[config.mk]
export PLATFORM = sky130hd
export DESIGN_NAME = bcd_counter_display
export DESIGN_NICKNAME = d
export VERILOG_FILES = /design/src/rtl/bcd_counter_display.sv
export SDC_FILE = /design/constraint.sdc
export NUM_CORES = 1
export LEC_CHECK = 0
export ABC_AREA = 1
export BUFFER_PORTS_ARGS = -buffer_cell sky130_fd_sc_hd__buf_2
export CAP_MARGIN = 15
export CELL_PAD_IN_SITES_DETAIL_PLACEMENT = 1
export CELL_PAD_IN_SITES_GLOBAL_PLACEMENT = 1
export CORE_MARGIN = 2
export CORE_UTILIZATION = 40
export CTS_CLUSTER_DIAMETER = 120
export CTS_CLUSTER_SIZE = 28
export DETAILED_ROUTE_END_ITERATION = 16
export PLACE_DENSITY_LB_ADDON = 0.12
export SLEW_MARGIN = 20
export SYNTH_ARGS = -nofsm -noshare
export SYNTH_HDL_FRONTEND = slang
export SYNTH_HIERARCHICAL = 1
export SYNTH_SLANG_ARGS = --single-unit
[constraint.sdc]
create_clock -name clk -period 11.5 [get_ports clk]
set_input_delay 1.15 -clock clk [delete_from_list [all_inputs] [get_ports clk]]
set_output_delay 1.15 -clock clk [all_outputs]
set_load 0.005 [all_outputs]
[src/rtl/bcd_counter_display.sv]
// N-digit BCD up/down counter with debounced clear and a multiplexed 7-segment scan.
// Optional macro BCD_LEADING_ZERO_BLANK_EN blanks leading zero digits (digit 0 always shown).

module bcd_digit (
    input  logic [3:0] d_i,
    input  logic       en_i,
    input  logic       up_i,
    output logic [3:0] q_o,
    output logic       carry_o
);
    always_comb begin
        q_o     = d_i;
        carry_o = 1'b0;
        if (en_i) begin
            if (up_i) begin
                if (d_i == 4'd9) begin
                    q_o     = 4'd0;
                    carry_o = 1'b1;
                end else begin
                    q_o = d_i + 4'd1;
                end
            end else begin
                if (d_i == 4'd0) begin
                    q_o     = 4'd9;
                    carry_o = 1'b1;
                end else begin
                    q_o = d_i - 4'd1;
                end
            end
        end
    end
endmodule

module bcd_counter_display #(
    parameter int NUM_DIGITS      = 4,
    parameter int CLK_HZ          = 50000000,
    parameter int COUNT_HZ        = 10,
    parameter int REFRESH_HZ      = 1000,
    parameter int DEBOUNCE_CYCLES = 500000
) (
    input  logic                    clk,
    input  logic                    reset,
    input  logic                    switch,
    input  logic                    button,
    output logic [4*NUM_DIGITS-1:0] count_bcd,
    output logic                    wrap,
    output logic [NUM_DIGITS-1:0]   anode,
    output logic [7:0]              cathode
);
    localparam int COUNT_DIV   = CLK_HZ / COUNT_HZ;
    localparam int REFRESH_DIV = CLK_HZ / REFRESH_HZ;
    localparam int CNT_W       = $clog2(COUNT_DIV);
    localparam int REF_W       = $clog2(REFRESH_DIV);
    localparam int DB_W        = $clog2(DEBOUNCE_CYCLES + 1);
    localparam int IDX_W       = (NUM_DIGITS > 1) ? $clog2(NUM_DIGITS) : 1;

    function automatic logic [7:0] seg7(input logic [3:0] d);
        case (d)
            4'd0:    seg7 = 8'hC0;
            4'd1:    seg7 = 8'hF9;
            4'd2:    seg7 = 8'hA4;
            4'd3:    seg7 = 8'hB0;
            4'd4:    seg7 = 8'h99;
            4'd5:    seg7 = 8'h92;
            4'd6:    seg7 = 8'h82;
            4'd7:    seg7 = 8'hF8;
            4'd8:    seg7 = 8'h80;
            4'd9:    seg7 = 8'h90;
            default: seg7 = 8'hFF;
        endcase
    endfunction

    logic                         sw_s1_q, sw_s2_q, btn_s1_q, btn_s2_q;
    logic                         btn_db_q, btn_db_d;
    logic [DB_W-1:0]              db_cnt_q, db_cnt_d;
    logic [CNT_W-1:0]             cnt_pre_q, cnt_pre_d;
    logic [REF_W-1:0]             ref_pre_q, ref_pre_d;
    logic [IDX_W-1:0]             scan_idx_q, scan_idx_d;
    logic [NUM_DIGITS-1:0][3:0]   count_q, count_d, dig_nxt;
    logic [NUM_DIGITS:0]          carry;
    logic                         wrap_q, wrap_d;
    logic [NUM_DIGITS-1:0]        anode_q, anode_d, blank;
    logic [7:0]                   cathode_q, cathode_d;
    logic                         cnt_tick, ref_tick;

    assign cnt_tick = (cnt_pre_q == CNT_W'(COUNT_DIV - 1));
    assign ref_tick = (ref_pre_q == REF_W'(REFRESH_DIV - 1));
    assign cnt_pre_d = cnt_tick ? '0 : cnt_pre_q + CNT_W'(1);
    assign ref_pre_d = ref_tick ? '0 : ref_pre_q + REF_W'(1);

    // Debounce: accept a new level only after DEBOUNCE_CYCLES consecutive differing samples.
    always_comb begin
        btn_db_d = btn_db_q;
        db_cnt_d = '0;
        if (btn_s2_q != btn_db_q) begin
            if (db_cnt_q == DB_W'(DEBOUNCE_CYCLES - 1)) begin
                btn_db_d = btn_s2_q;
            end else begin
                db_cnt_d = db_cnt_q + DB_W'(1);
            end
        end
    end

    // Ripple carry/borrow chain; the tick enters digit 0 and the last carry is the rollover.
    assign carry[0] = cnt_tick;
    for (genvar k = 0; k < NUM_DIGITS; k++) begin : g_digit
        bcd_digit u_digit (
            .d_i     (count_q[k]),
            .en_i    (carry[k]),
            .up_i    (sw_s2_q),
            .q_o     (dig_nxt[k]),
            .carry_o (carry[k+1])
        );
    end

    always_comb begin
        count_d = dig_nxt;
        wrap_d  = carry[NUM_DIGITS];
        if (btn_db_q) begin
            count_d = '0;
            wrap_d  = 1'b0;
        end
    end

`ifdef BCD_LEADING_ZERO_BLANK_EN
    always_comb begin
        logic zero_above;
        blank      = '0;
        zero_above = 1'b1;
        for (int k = NUM_DIGITS - 1; k > 0; k--) begin
            zero_above = zero_above && (count_q[k] == 4'd0);
            blank[k]   = zero_above;
        end
    end
`else
    assign blank = '0;
`endif

    always_comb begin
        scan_idx_d = scan_idx_q;
        if (ref_tick) begin
            scan_idx_d = (scan_idx_q == IDX_W'(NUM_DIGITS - 1)) ? '0 : scan_idx_q + IDX_W'(1);
        end
        anode_d   = ~(NUM_DIGITS'(1) << scan_idx_q);
        cathode_d = blank[scan_idx_q] ? 8'hFF : seg7(count_q[scan_idx_q]);
    end

    always_ff @(posedge clk) begin
        if (reset) begin
            sw_s1_q    <= 1'b0;
            sw_s2_q    <= 1'b0;
            btn_s1_q   <= 1'b0;
            btn_s2_q   <= 1'b0;
            btn_db_q   <= 1'b0;
            db_cnt_q   <= '0;
            cnt_pre_q  <= '0;
            ref_pre_q  <= '0;
            scan_idx_q <= '0;
            count_q    <= '0;
            wrap_q     <= 1'b0;
            anode_q    <= ~NUM_DIGITS'(1);
            cathode_q  <= 8'hC0;
        end else begin
            sw_s1_q    <= switch;
            sw_s2_q    <= sw_s1_q;
            btn_s1_q   <= button;
            btn_s2_q   <= btn_s1_q;
            btn_db_q   <= btn_db_d;
            db_cnt_q   <= db_cnt_d;
            cnt_pre_q  <= cnt_pre_d;
            ref_pre_q  <= ref_pre_d;
            scan_idx_q <= scan_idx_d;
            count_q    <= count_d;
            wrap_q     <= wrap_d;
            anode_q    <= anode_d;
            cathode_q  <= cathode_d;
        end
    end

    assign count_bcd = count_q;
    assign wrap      = wrap_q;
    assign anode     = anode_q;
    assign cathode   = cathode_q;
endmodule

; Yosys cells after proc, flatten, opt, wreduce, memory -nomap -nowiden
; Memories as Yosys holds them, arrays and structs flattened.
; Cells that the tools add are included.
[totals]
out_inout_bits = 29
ff_bits = 94
memories = 1
romBits = 112
[classes]
addsub = 12
shift = 1
reduce_logical = 11
bitwise_logic = 3
n_lt_le_gt_ge = 1
n_eq_ne = 9
mux = 33
[mem_list]
columns = memory, words, word_bits, rd, rd_clocked_by_memory_dff, write_ports, line_no
row1 = (no name shown), 16, 7, 1, 0, 0, 58  ; case (d)
[ops]
columns = op, count
row1 = $mux W4, 13
row2 = $add A23 B1 Y23 const B, 1
row3 = $eq A23 B23 Y1 const B, 1
row4 = $add A19 B1 Y19 const B, 1
row5 = $eq A19 B19 Y1 const B, 1
row6 = $add A16 B1 Y16 const B, 1
row7 = $add A4 B1 Y4 const B, 4
row8 = $eq A16 B16 Y1 const B, 1
row9 = $eq A4 B4 Y1 const B, 4
row10 = $logic_not A4 Y1, 4
row11 = $mux W1, 16
row12 = $sub A4 B1 Y4 const B, 4
row13 = $bmux W4 S2, 1
row14 = $reduce_or A2 Y1, 4
row15 = $mux W6, 1
row16 = $reduce_or A3 Y1, 2
row17 = $not A4 Y4, 1
row18 = $shl A1 B2 Y4 const A, 1
row19 = $lt A2 B3 Y1 const B, 1
row20 = $add A2 B1 Y2 const B, 1
row21 = $bmux W1 S2, 1
row22 = $eq A2 B2 Y1 const B, 1
row23 = $mux W2, 1
row24 = $not A1 Y1, 2
row25 = other kinds (2), 2

; Longest topological paths before layout
; Gate-level depths: netlist of the first run.
[logic_depth]
depth_word = 8
depth_mapped = 16
ltp_nobuf = 16

; Cells and area by module
; Netlist of the first run, hierarchy kept.
[modules_own_cells]
columns = mod, cells_each, seq_area_each_um2, instances, area_each_um2
row1 = bcd_counter_display, 607, 1861.8, 1, 4385.5
row2 = bcd_digit, 46, 0.0, 4, 211.5

; Worst setup path after synthesis of the first run
; OpenSTA, ideal clock, no wires.
[synth_timing]
path_kind = flip-flop to flip-flop
start = reg cnt_pre_q[0]
end = reg count_q (netlist bit count_bcd[14])
required_time_ps = 11384
setup_slack_ps = 7627
period_less_slack_ps = 3873
setup_ps = 116
path_stages_with_launch = 17
arrival_time_ps = 3757
cell_sequence = dfxtp_1 > ha_1 > nand3_4 > nor2_8 > nand2_1 > nor4_1 > inv_1 > nor3_1 > inv_1 > nor3_1 > inv_1 > nor3_1 > inv_1 > a21oi_1 > o21ai_1 > inv_1 > nor2_1
[synth_between]
elab_chain_cells = 4
[synth_lines]
columns = element, line_no
row1 = "start, declared", 76  ; logic [CNT_W-1:0] cnt_pre_q, cnt_pre_d;
row2 = "start signal, assigned", 170  ; cnt_pre_q <= cnt_pre_d;
row3 = $eq A23 B23 Y1, 86  ; assign cnt_tick = (cnt_pre_q == CNT_W'(COUNT_DIV - 1));
row4 = named net carry[0], 80  ; logic [NUM_DIGITS:0] carry;
row5 = $mux W1, 14  ; if (en_i) begin
row6 = named net carry[1], 80
row7 = $mux W1, 14
row8 = named net carry[2], 80
row9 = $mux W1, 14
row10 = named net carry[3], 80
row11 = "end signal, assigned", 173  ; count_q <= count_d;
row12 = "end, declared", 79  ; logic [NUM_DIGITS-1:0][3:0] count_q, count_d, dig_nxt;
; The timed path passes the listed nets, and every way through them passes these cells.
; A chain may end at the register's enable or synchronous reset.

; Worst setup path after layout of the first run
; Same ends and word-level chain as after synthesis.

==> results of run 1 <==
[placed cells by master, fill, tap and decap left out, types with 8 or more instances in the layout]
cell type | Yosys | final
nor3_1 | 14 | 14
clkbuf_16 | 0 | 9
nand3_1 | 79 | 79
nand4_1 | 18 | 18
buf_2 | 2 | 31
nand2_1 | 204 | 204
ha_1 | 12 | 12
inv_1 | 98 | 98
a21oi_1 | 32 | 32
dfxtp_1 | 93 | 93
nand2_2 | 9 | 9
o21ai_1 | 12 | 12
o21ai_0 | 8 | 8
xor2_1 | 17 | 17
nor2_2 | 11 | 11
nor2_1 | 123 | 123
[how the worst max path moves through the flow]
| stage | endpoint | from | slack [ns] | cells after the start |
|---|---|---|---|---|
| 2_1_floorplan | count_bcd[14] | cnt_pre_q[0] | 7.63 | 16 |
| 3_3_place_gp | count_bcd[14] | cnt_pre_q[0] | 6.97 | 16 |
| 3_5_place_dp | count_bcd[14] | cnt_pre_q[0] | 6.69 | 16 |
| 5_1_grt | count_bcd[14] | cnt_pre_q[0] | 6.22 | 16 |
| 4_1_cts | count_bcd[14] | cnt_pre_q[0] | 6.68 | 16 |
| 6_report | count_bcd[14] | cnt_pre_q[0] | 6.70 | 16 |
[power breakdown]
group	internal [mW]	switching [mW]	total, mW
logic	0.00351	0.00898	0.0125
registers	0.324	0.00291	0.327
clock network	0.155	0.135	0.290
[layer usage]
metal	wire length, microns	GRT usage
met1	6580	0.252
met2	6340	0.336
met3	190	0.0261
met4	223	0.0708
met5	0	0
[cells by family (layout without fill, tap and decap cells)]
| kind of cell | after synthesis | in the layout |
|---|---|---|
| xor gates and xnor gates | 24 | 24 |
| adders and majority gates | 12 | 12 |
| DFF | 93 | 93 |
| and+or+nand+nor | 481 | 481 |
| other | 1 | 1 |
| AOI/OAI and AO/OA | 62 | 62 |
| buffers and inverters | 118 | 152 |
[synthesized netlist by cell type (9+ instances only)]
library cell  number  area (sq um)
nand3_1           79           395
o21ai_1           12          60.1
ha_1              12           150
a21oi_1           32           160
inv_1             98           368
nor2_2            11          68.8
nor2_1           123           462
nor3_1            14          70.1
nand4_1           18           113
nand2_2            9          56.3
nand2_1          204           766
dfxtp_1           93          1860
xor2_1            17           149
[final cells by class]
cell class	count	area share
clock buffers	11	0.0421
repair buffers	31	0.0269
flip-flops and latches	93	0.323
clock inverters	5	0.00737
multi-input cells	580	0.496
well taps	172	0.0373
inverters	105	0.0683
[registers in the layout (all words and copies together) (netlist names)]
register,cells
scan_idx_q,2
cnt_pre_q,23
wrap,1
count_bcd,16
db_cnt_q,19
btn_s1_q,1
anode,4
sw_s2_q,1
ref_pre_q,16
btn_db_q,1
sw_s1_q,1
btn_s2_q,1
cathode,7
[critical path, stage by stage, from the launching register on]
cell and delay, ns:
dfxtp_1 0.37, ha_1 0.24, nand3_4 0.15, nor2_8 0.16, nand2_1 0.10, nor4_1 0.83
inv_1 0.18, nor3_1 0.61, inv_1 0.16, nor3_1 0.58, inv_1 0.17, nor3_1 0.58
inv_1 0.18, a21oi_1 0.17, o21ai_1 0.08, inv_1 0.06, nor2_1 0.04
[stage by stage]
stage               cell area, sq um  instances  utilization  worst slack [ns]
floorplan                       5230        791            -              7.63
global placement                5490        981        0.433              6.97
detailed placement              5490        981        0.433              6.69
CTS                             5770        997        0.456              6.68
global route                    5770        997        0.456              6.22
finish                          5770        997        0.456              6.70
==> metrics.md, run 1 <==
| Metric | Value |
|---|---|
| Hold Path End | `btn_s2_q` |
| IO Port Bufs | `31` |
| Hold crit path type | `reg -> reg` |
| Die Span X | `118 microns` |
| Synth Instances | `791` |
| # rows | `41` |
| P&R area growth vs syn | `10.3%` |
| Worst-Margin Slew | `1.01 ns` |
| # clock sinks | `93` |
| Run status | `finished, final reports clean` |
| Htree depth | `3` |
| Final setup fails | `0` |
| Vias per inst | `4.95` |
| Final wirelength | `13.3 mm` |
| Number of synthesized flops with an enable pin | `0` |
| Largest net degree at the start of global routing | `24` |
| Seq/Total Area, Yosys | `0.356` |
| Arrival time of the worst setup path | `5.02 ns` |
| Final ANT Viol Nets | `0` |
| Lkg Pwr | `2.23 nW` |
| Synthesized Nets | `807` |
| Post-Syn Area | `0.00523 sq mm` |
| Layout cells sized above 1 | `0.108` |
| Slew Limit Fails | `0` |
| Pwr Total | `0.630 mW` |
| CTS buffer count | `9` |
| Ys flop type | `dfxtp_1` |
| Post-route setup TNS | `0 ns` |
| R2r endpoint | `count_bcd[14]` |
| Unrepaired setup endpoints after global routing | `false` |
| XOR/XNOR Fraction of Synth Area | `0.0402` |
| CTS tree | `built` |
| DRT Pass-1 Iters | `4` |
| Post-synthesis sequential element count | `93` |
| Peak VDD IR | `59.4 uV` |
| R2R depth | `16` |
| Worst Hold Slack | `0.421 ns` |
| Post-Syn Area per Cell | `6.61 sq um` |
| Hold Path Depth | `2` |
| Fill cells | `1712` |
| Mux cell area share after synthesis | `0` |
| Post-CTS Setup Bufs | `0` |
| CTS clk-pin slew, worst paths | `0.07 ns` |
| Adder-cell area share of the yosys netlist | `0.0287` |
| Crit. End Element | `flip-flop` |
| Synth async-reset ratio | `0` |
| CP max FO | `6` |
| Initial drt markers | `169` |
| Hold Buf Count CTS | `0` |
| CP startpoint kind | `flip-flop` |
| Critical Path RT | `11.72 ns` |
| Clk_lat worst skew | `0.35 ns` |
| Core box area | `0.0127 sq mm` |
| Simple-Gate Fraction of Synth Area | `0.413` |
| Worst clock skew | `0.00889 ns` |
| Die area | `0.0140 sq mm` |
| Yosys cell types | `36` |
| Yosys warning count | `6` |
| N_diodes | `0` |
| Max-capacitance violation count | `0` |
| CTS Root Cell | `clkbuf_16` |
| Reg area | `0.00186 sq mm` |
| Wire per inst | `13.4 microns` |
| Initial antenna violation count | `0` |
| Kind of critical path | `reg -> reg` |
| IO Pins | `33` |
| Footprint of the multi-input gates | `0.00286 sq mm` |
| Vias in the first global route | `4968` |
| PD cells | `109 mW/mm^2` |
| Period utilization | `0.417` |
| Reg-to-Reg Start | `cnt_pre_q[0]` |
| Placer Congestion | `0.880` |
| Grt ovf | `0` |
| Synth Area in Compound Gates | `0.0639` |
| Reg2reg setup slack | `6.70 ns` |
| Hold wc startpoint | `btn_s1_q` |
| Final nets | `836` |
| Initial Util | `0.413` |
| CTS max path bufs | `2` |
| CTS resizes | `0` |
| FMAX | `208 MHz` |
| Slew margin rel. | `0.318` |
| Global Route Usage Sum | `0.196` |
| First-pass GRT wire length | `23.0 mm` |
| Final Hold Viols | `0` |
| DRC | `0` |
| Final min period | `4.80 ns` |
| Half-perimeter wire length after placement | `9.97 mm` |
| Main combinational cell family by area after synthesis | `simple AND/OR/NAND/NOR gates` |
| Via Count | `4934` |
| Die H | `118 microns` |
(Power assumes the default switching activity.)
==> inputs of run 2 (changes only) <==
Settings changed: ABC_AREA 1 to 0.
Clock period 11.5 ns to 4 ns, I/O delays scaled along.
==> run 2 against run 1 <==
Compared with the run above:
- final area is 6.4% lower
- critical path depth is the same
- flip-flop and latch count stayed put
- critical endpoint unchanged
==> metrics.md, run 2 <==
| Metric | Value |
|---|---|
| Run status | `finished, final reports clean` |
| Reg with most FFs | `cnt_pre_q` |
| Post-Syn Area | `0.00484 sq mm` |
| Core box area | `0.0119 sq mm` |
| Post-Syn Area per Cell | `8.90 sq um` |
| Unrepaired setup endpoints after global routing | `false` |
| Initial antenna violation count | `0` |
| Count leader, synth | `dfxtp_1` |
| Worst-Margin Slew | `0.994 ns` |
| Grt ovf | `0` |
| Final core occ | `0.454` |
| P&R area growth vs syn | `11.6%` |
| Fill cells | `1421` |
| Peak VDD IR | `217 uV` |
| P_int | `1.58 mW` |
| Post-route setup TNS | `0 ns` |
| Post-synthesis sequential element count | `93` |
| CP startpoint kind | `flip-flop` |
| Psw | `0.413 mW` |
| Synth area leaders | `dfxtp_1 38%, xor2_1 5.4%, nor2_1 4.1%, ha_1 3.1%, and2_1 2.7%` |
| Pwr Total | `1.99 mW` |
| Clk_lat worst skew | `0.35 ns` |
| Final wirelength | `10.8 mm` |
| Final std cells w/o fill | `713` |
| # rows | `40` |
| Ys flop type | `dfxtp_1` |
| Vias in the first global route | `4057` |
| First-pass GRT wire length | `18.8 mm` |
| Seq/Total Area, Yosys | `0.384` |
| CTS resizes | `0` |
| Final min period | `3.44 ns` |
| Worst clock skew | `0.00592 ns` |
| N_diodes | `0` |
| Slowest cell on crit path | `dfxtp_1` |
| Most frequent cells in the layout | `93 x dfxtp_1, 53 x nor2_1, 31 x buf_2` |
| Lkg Pwr | `1.98 nW` |
| Hold crit path type | `in -> reg` |
| DRC | `0` |
| Number of synthesized flops with an enable pin | `0` |
| Vias per inst | `5.45` |
| CP most frequent cell | `nand2b_1` |
| CTS max path bufs | `2` |
| Synth top area share | `0.384` |
| Global Route Usage Sum | `0.178` |
| Biggest regs | `cnt_pre_q: 23 flops, db_cnt_q: 19 flops` |
| Switch share | `0.208` |
| Worst Hold Slack | `0.295 ns` |
| Synth cell count leaders | `93 x dfxtp_1, 53 x nor2_1, 30 x xor2_1` |
| CP max FO | `7` |
| Synthesized Nets | `560` |
| FMAX | `291 MHz` |
| Max-capacitance violation count | `0` |
| Synth async-reset ratio | `0` |
| Die Span X | `114 microns` |
| Final ANT Viol Nets | `0` |
| Critical Path RT | `4.29 ns` |
| Placed cells | `697` |
| Max FFs per register | `23` |
| Die area | `0.0130 sq mm` |
| Post-CTS Setup Bufs | `0` |
| CTS Root Cell | `clkbuf_16` |
| Htree depth | `3` |
| Yosys warning count | `6` |
| Reg area | `0.00186 sq mm` |
| Cells along the critical path | `and4_2 -> nand2_1 -> nor3_1 -> buf_4 -> nand2b_1 -> a211oi_2 -> buf_4 -> nand2b_1 -> a211oi_2 -> buf_4 -> nand2b_1 -> a211oi_4 -> nand2b_1 -> nor4_1 -> a221o_1 -> and2_1` |
| IO Port Bufs | `31` |
| Final setup fails | `0` |
| Yosys top cell by area | `dfxtp_1` |
| Slew margin rel. | `0.335` |
| DRT Pass-1 Iters | `4` |
| Largest net degree at the start of global routing | `25` |
| CTS buffer count | `9` |
| Die H | `114 microns` |
| Final nets | `577` |
| CTS tree | `built` |
| Half-perimeter wire length after placement | `7.56 mm` |
| Crit. End Element | `flip-flop` |
| Critical path's largest stage delay | `0.46 ns` |
| Sequential share of power | `0.473` |
| Initial drt markers | `174` |
| Layout cells sized above 1 | `0.155` |
| Yosys cell types | `57` |
| Wire per inst | `15.1 microns` |
| CTS clk-pin slew, worst paths | `0.07 ns` |
| Hold Buf Count CTS | `0` |
| IO Pins | `33` |
| Synth Instances | `544` |
| Leading cell type in the layout, fill and taps excluded | `dfxtp_1` |
| Via Count | `3889` |
| Footprint of the multi-input gates | `0.00271 sq mm` |
| Arrival time of the worst setup path | `3.73 ns` |
| Clock share of power | `0.507` |
| Placer Congestion | `0.803` |
| Period utilization | `0.859` |
| PD cells | `368 mW/mm^2` |
| Initial Util | `0.407` |
| Final Hold Viols | `0` |
| # clock sinks | `93` |
| Logic pwr share | `0.021` |
| Kind of critical path | `reg -> reg` |
| Slew Limit Fails | `0` |
-- run 2: cell types whose count changed after synthesis, moves of 14 or more --
cell	previous run	this run
buf_2	2	17
nand2_1	204	24
nor2_1	123	53
nand3_1	79	24
a21oi_1	32	18
inv_1	98	26
and2_1	2	21
-- run 2: area by class of cell --
type / instances / area share
Clock buffer: 10 / 0.0442
Clock inverter: 6 / 0.0201
Inverter: 27 / 0.0188
Multi-Input combinational cell: 393 / 0.501
Sequential cell: 93 / 0.345
Tap cell: 147 / 0.0340
Timing Repair Buffer: 37 / 0.0371
-- run 2: worst max-delay path, delay by kind of cell (launching register included) --
kind	cells	cell delay, ns
flops	1	0.46
buf+inv	3	0.53
compound gates	4	0.86
simple gates	9	1.52
-- run 2: final timing paths --
path	slack, ns	cells past startpoint	endpoint	startpoint
max	0.56	16	count_bcd[14]	cnt_pre_q[2]
max reg2reg	0.56	16	count_bcd[14]	cnt_pre_q[2]
min reg2reg	0.44	1	btn_s2_q	btn_s1_q
min	0.29	2	btn_s1_q	button
-- run 2: power groups by stage --
stage                     Sequential (mW)  Clock (mW)  Combinational (mW)
final                               0.940        1.01              0.0408
after global routing                0.940        1.07              0.0466
after floorplan                     0.959           0              0.0313
after detailed placement            0.961           0              0.0417
after CTS                           0.939        1.04              0.0419
after global placement              0.960           0              0.0415
-- run 2: cell families after synthesis --
group,Yosys count,share of synthesized area
xor+xnor,45,0.0814
fa+ha+maj,12,0.0310
simple gates,235,0.280
other cells,1,0.000774
compound gates,93,0.139
mux,7,0.0248
buf+inv,58,0.0579
flops,93,0.384
-- run 2: stage by stage --
step / cell area [sq um] / setup slack [ns]
after floorplan: 4840 / 0.452
after global placement: 5050 / 0.566
after detailed placement: 5050 / 0.454
after CTS: 5400 / 0.406
after global routing: 5400 / 0.0524
final: 5400 / 0.564
-- run 2: routing by layer --
layer	global-route usage	wire, microns	share of wire	up-vias
met2	0.306	5200	0.48	36
met5	0	0	0	-
li1	-	-	-	1959
met3	0.0345	287	0.027	16
met1	0.217	5100	0.47	1878
met4	0.0740	200	0.019	0
==> inputs of run 3 (changes only) <==
Settings changed: BUFFER_PORTS_ARGS -buffer_cell sky130_fd_sc_hd__buf_2 to default, DONT_BUFFER_PORTS from default to 1, SKIP_CTS_REPAIR_TIMING from default to 1.
==> run 3 against run 2 <==
Compared with the run above:
- routed wire length is 1.2% lower
- fmax is 2.7% lower
- setup slack worse by 0.095 ns
- global-route usage is 0.40 points lower
- sequential power hardly changed
- critical endpoint unchanged
==> metrics.md, run 3 (synthesis results as in run 2) <==
| Metric | Value |
|---|---|
| Final setup fails | `0` |
| Lkg Pwr | `1.77 nW` |
| Slowest cell on crit path | `dfxtp_1` |
| Initial drt markers | `191` |
| Period utilization | `0.883` |
| Placer Congestion | `0.725` |
| Final min period | `3.53 ns` |
| Half-perimeter wire length after placement | `7.36 mm` |
| Reg2reg setup slack | `0.47 ns` |
| CTS Root Cell | `clkbuf_16` |
| CP most frequent cell | `nand2b_1` |
| Worst Hold Slack | `0.117 ns` |
| Clk_lat worst skew | `0.34 ns` |
| Arrival time of the worst setup path | `3.82 ns` |
| Hold crit path type | `in -> reg` |
| Final Hold Viols | `0` |
| Metal-1 WL | `5.07 mm` |
| IO Port Bufs | `0` |
| CP Buf/Inv Count | `2` |
| Hold Path End | `anode[0]` |
| Core box area | `0.0119 sq mm` |
| Vias in the first global route | `3829` |
| Grt ovf | `0` |
| CTS max path bufs | `2` |
| Global Route Usage Sum | `0.174` |
| Final ANT Viol Nets | `0` |
| P&R area growth vs syn | `6.59%` |
| R2r endpoint | `count_bcd[14]` |
| CP startpoint kind | `flip-flop` |
| IO Pins | `33` |
| # rows | `40` |
| Post-route cell area | `0.00516 sq mm` |
| Cells along the critical path | `and4_2 -> nand2_1 -> nor3_1 -> buf_4 -> nand2b_1 -> a211oi_2 -> buf_4 -> nand2b_1 -> a211oi_4 -> nand2b_1 -> a211oi_4 -> nand2b_1 -> nor4_1 -> a221o_1 -> and2_1` |
| Worst clock skew | `0.00657 ns` |
| Initial Util | `0.407` |
| Vias per inst | `5.53` |
| Met3 routed WL | `354 microns` |
| Biggest regs | `cnt_pre_q: 23 flops, db_cnt_q: 19 flops` |
| Layout cells sized above 1 | `0.103` |
| Final wirelength | `10.7 mm` |
| CTS clk-pin slew, worst paths | `0.06 ns` |
| Slew Limit Fails | `0` |
| DR WL met2 | `5.11 mm` |
| DRC | `0` |
| PD cells | `341 mW/mm^2` |
| N_diodes | `0` |
| Final nets | `544` |
| Hold wc startpoint | `reset` |
| First-pass GRT wire length | `18.3 mm` |
| Final std cells w/o fill | `679` |
| # clock sinks | `93` |
| Wire per inst | `15.7 microns` |
| Die Span X | `114 microns` |
| FMAX | `283 MHz` |
| Most frequent cells in the layout | `93 x dfxtp_1, 52 x nor2_1, 30 x xor2_1` |
| Worst-Margin Slew | `0.945 ns` |
| CTS buffer count | `9` |
| Htree depth | `3` |
| Max-capacitance violation count | `0` |
| DRT Pass-1 Iters | `4` |
| Top delay family on crit path | `simple AND/OR/NAND/NOR gates` |
| Largest net degree at the start of global routing | `24` |
| Crit. End Element | `flip-flop` |
| Via Count | `3758` |
| Critical path's largest stage delay | `0.46 ns` |
| Placed Area | `0.00488 sq mm` |
| Top layer in use | `met4` |
| CP max FO | `7` |
| Critical Path RT | `4.29 ns` |
| Die H | `114 microns` |
| Peak VDD IR | `185 uV` |
| CTS tree | `built` |
| Slew margin rel. | `0.366` |
| Reg-to-Reg Start | `cnt_pre_q[2]` |
| Reg with most FFs | `cnt_pre_q` |
| Kind of critical path | `reg -> reg` |
| Hold Path Depth | `1` |
| R2R depth | `15` |
| Placed cells | `664` |
| Run status | `finished, final reports clean` |
| Leading cell type in the layout, fill and taps excluded | `dfxtp_1` |
| Initial antenna violation count | `0` |
| Die area | `0.0130 sq mm` |
| Max FFs per register | `23` |
## run 3: worst max path at each step
stage | start | to | slack (ns) | cells after the start
finish | cnt_pre_q[2] | count_bcd[14] | 0.47 | 15
global route | cnt_pre_q[2] | count_bcd[15] | -0.0007 | 15
CTS | cnt_pre_q[2] | count_bcd[14] | 0.29 | 15
detailed placement | cnt_pre_q[2] | count_bcd[14] | 0.34 | 15
global placement | cnt_pre_q[2] | count_bcd[15] | 0.42 | 15
floorplan | cnt_pre_q[2] | count_bcd[15] | 0.45 | 13
## run 3: cell type report
class,count,area [sq um]
inverter,27,101
fill,1406,6750
timing repair buffer,4,30.0
tap,147,184
clock buffer,10,239
sequential,93,1860
clock inverter,5,27.5
multi-input combinational,393,2720
## run 3: per-layer routing
layer,global-route usage,up-vias
li1,-,1895
met1,0.222,1812
met2,0.287,43
met3,0.0372,8
met4,0.0683,0
met5,0,-
## run 3: power by group
group	switching, mW	internal [mW]	leakage, nW
Sequential	0.00877	0.933	0.751
Clock	0.351	0.430	0.134
Combinational	0.0226	0.0127	0.885
## run 3: stage by stage
stage	total power, mW	TNS [ns]	util	worst slack (ns)
floorplan	0.991	0	-	0.452
global placement	0.998	0	0.409	0.418
detailed placement	0.999	0	0.409	0.336
CTS	1.79	0	0.432	0.292
global route	1.83	-0.000679	0.433	-0.000679
finish	1.76	0	0.433	0.469
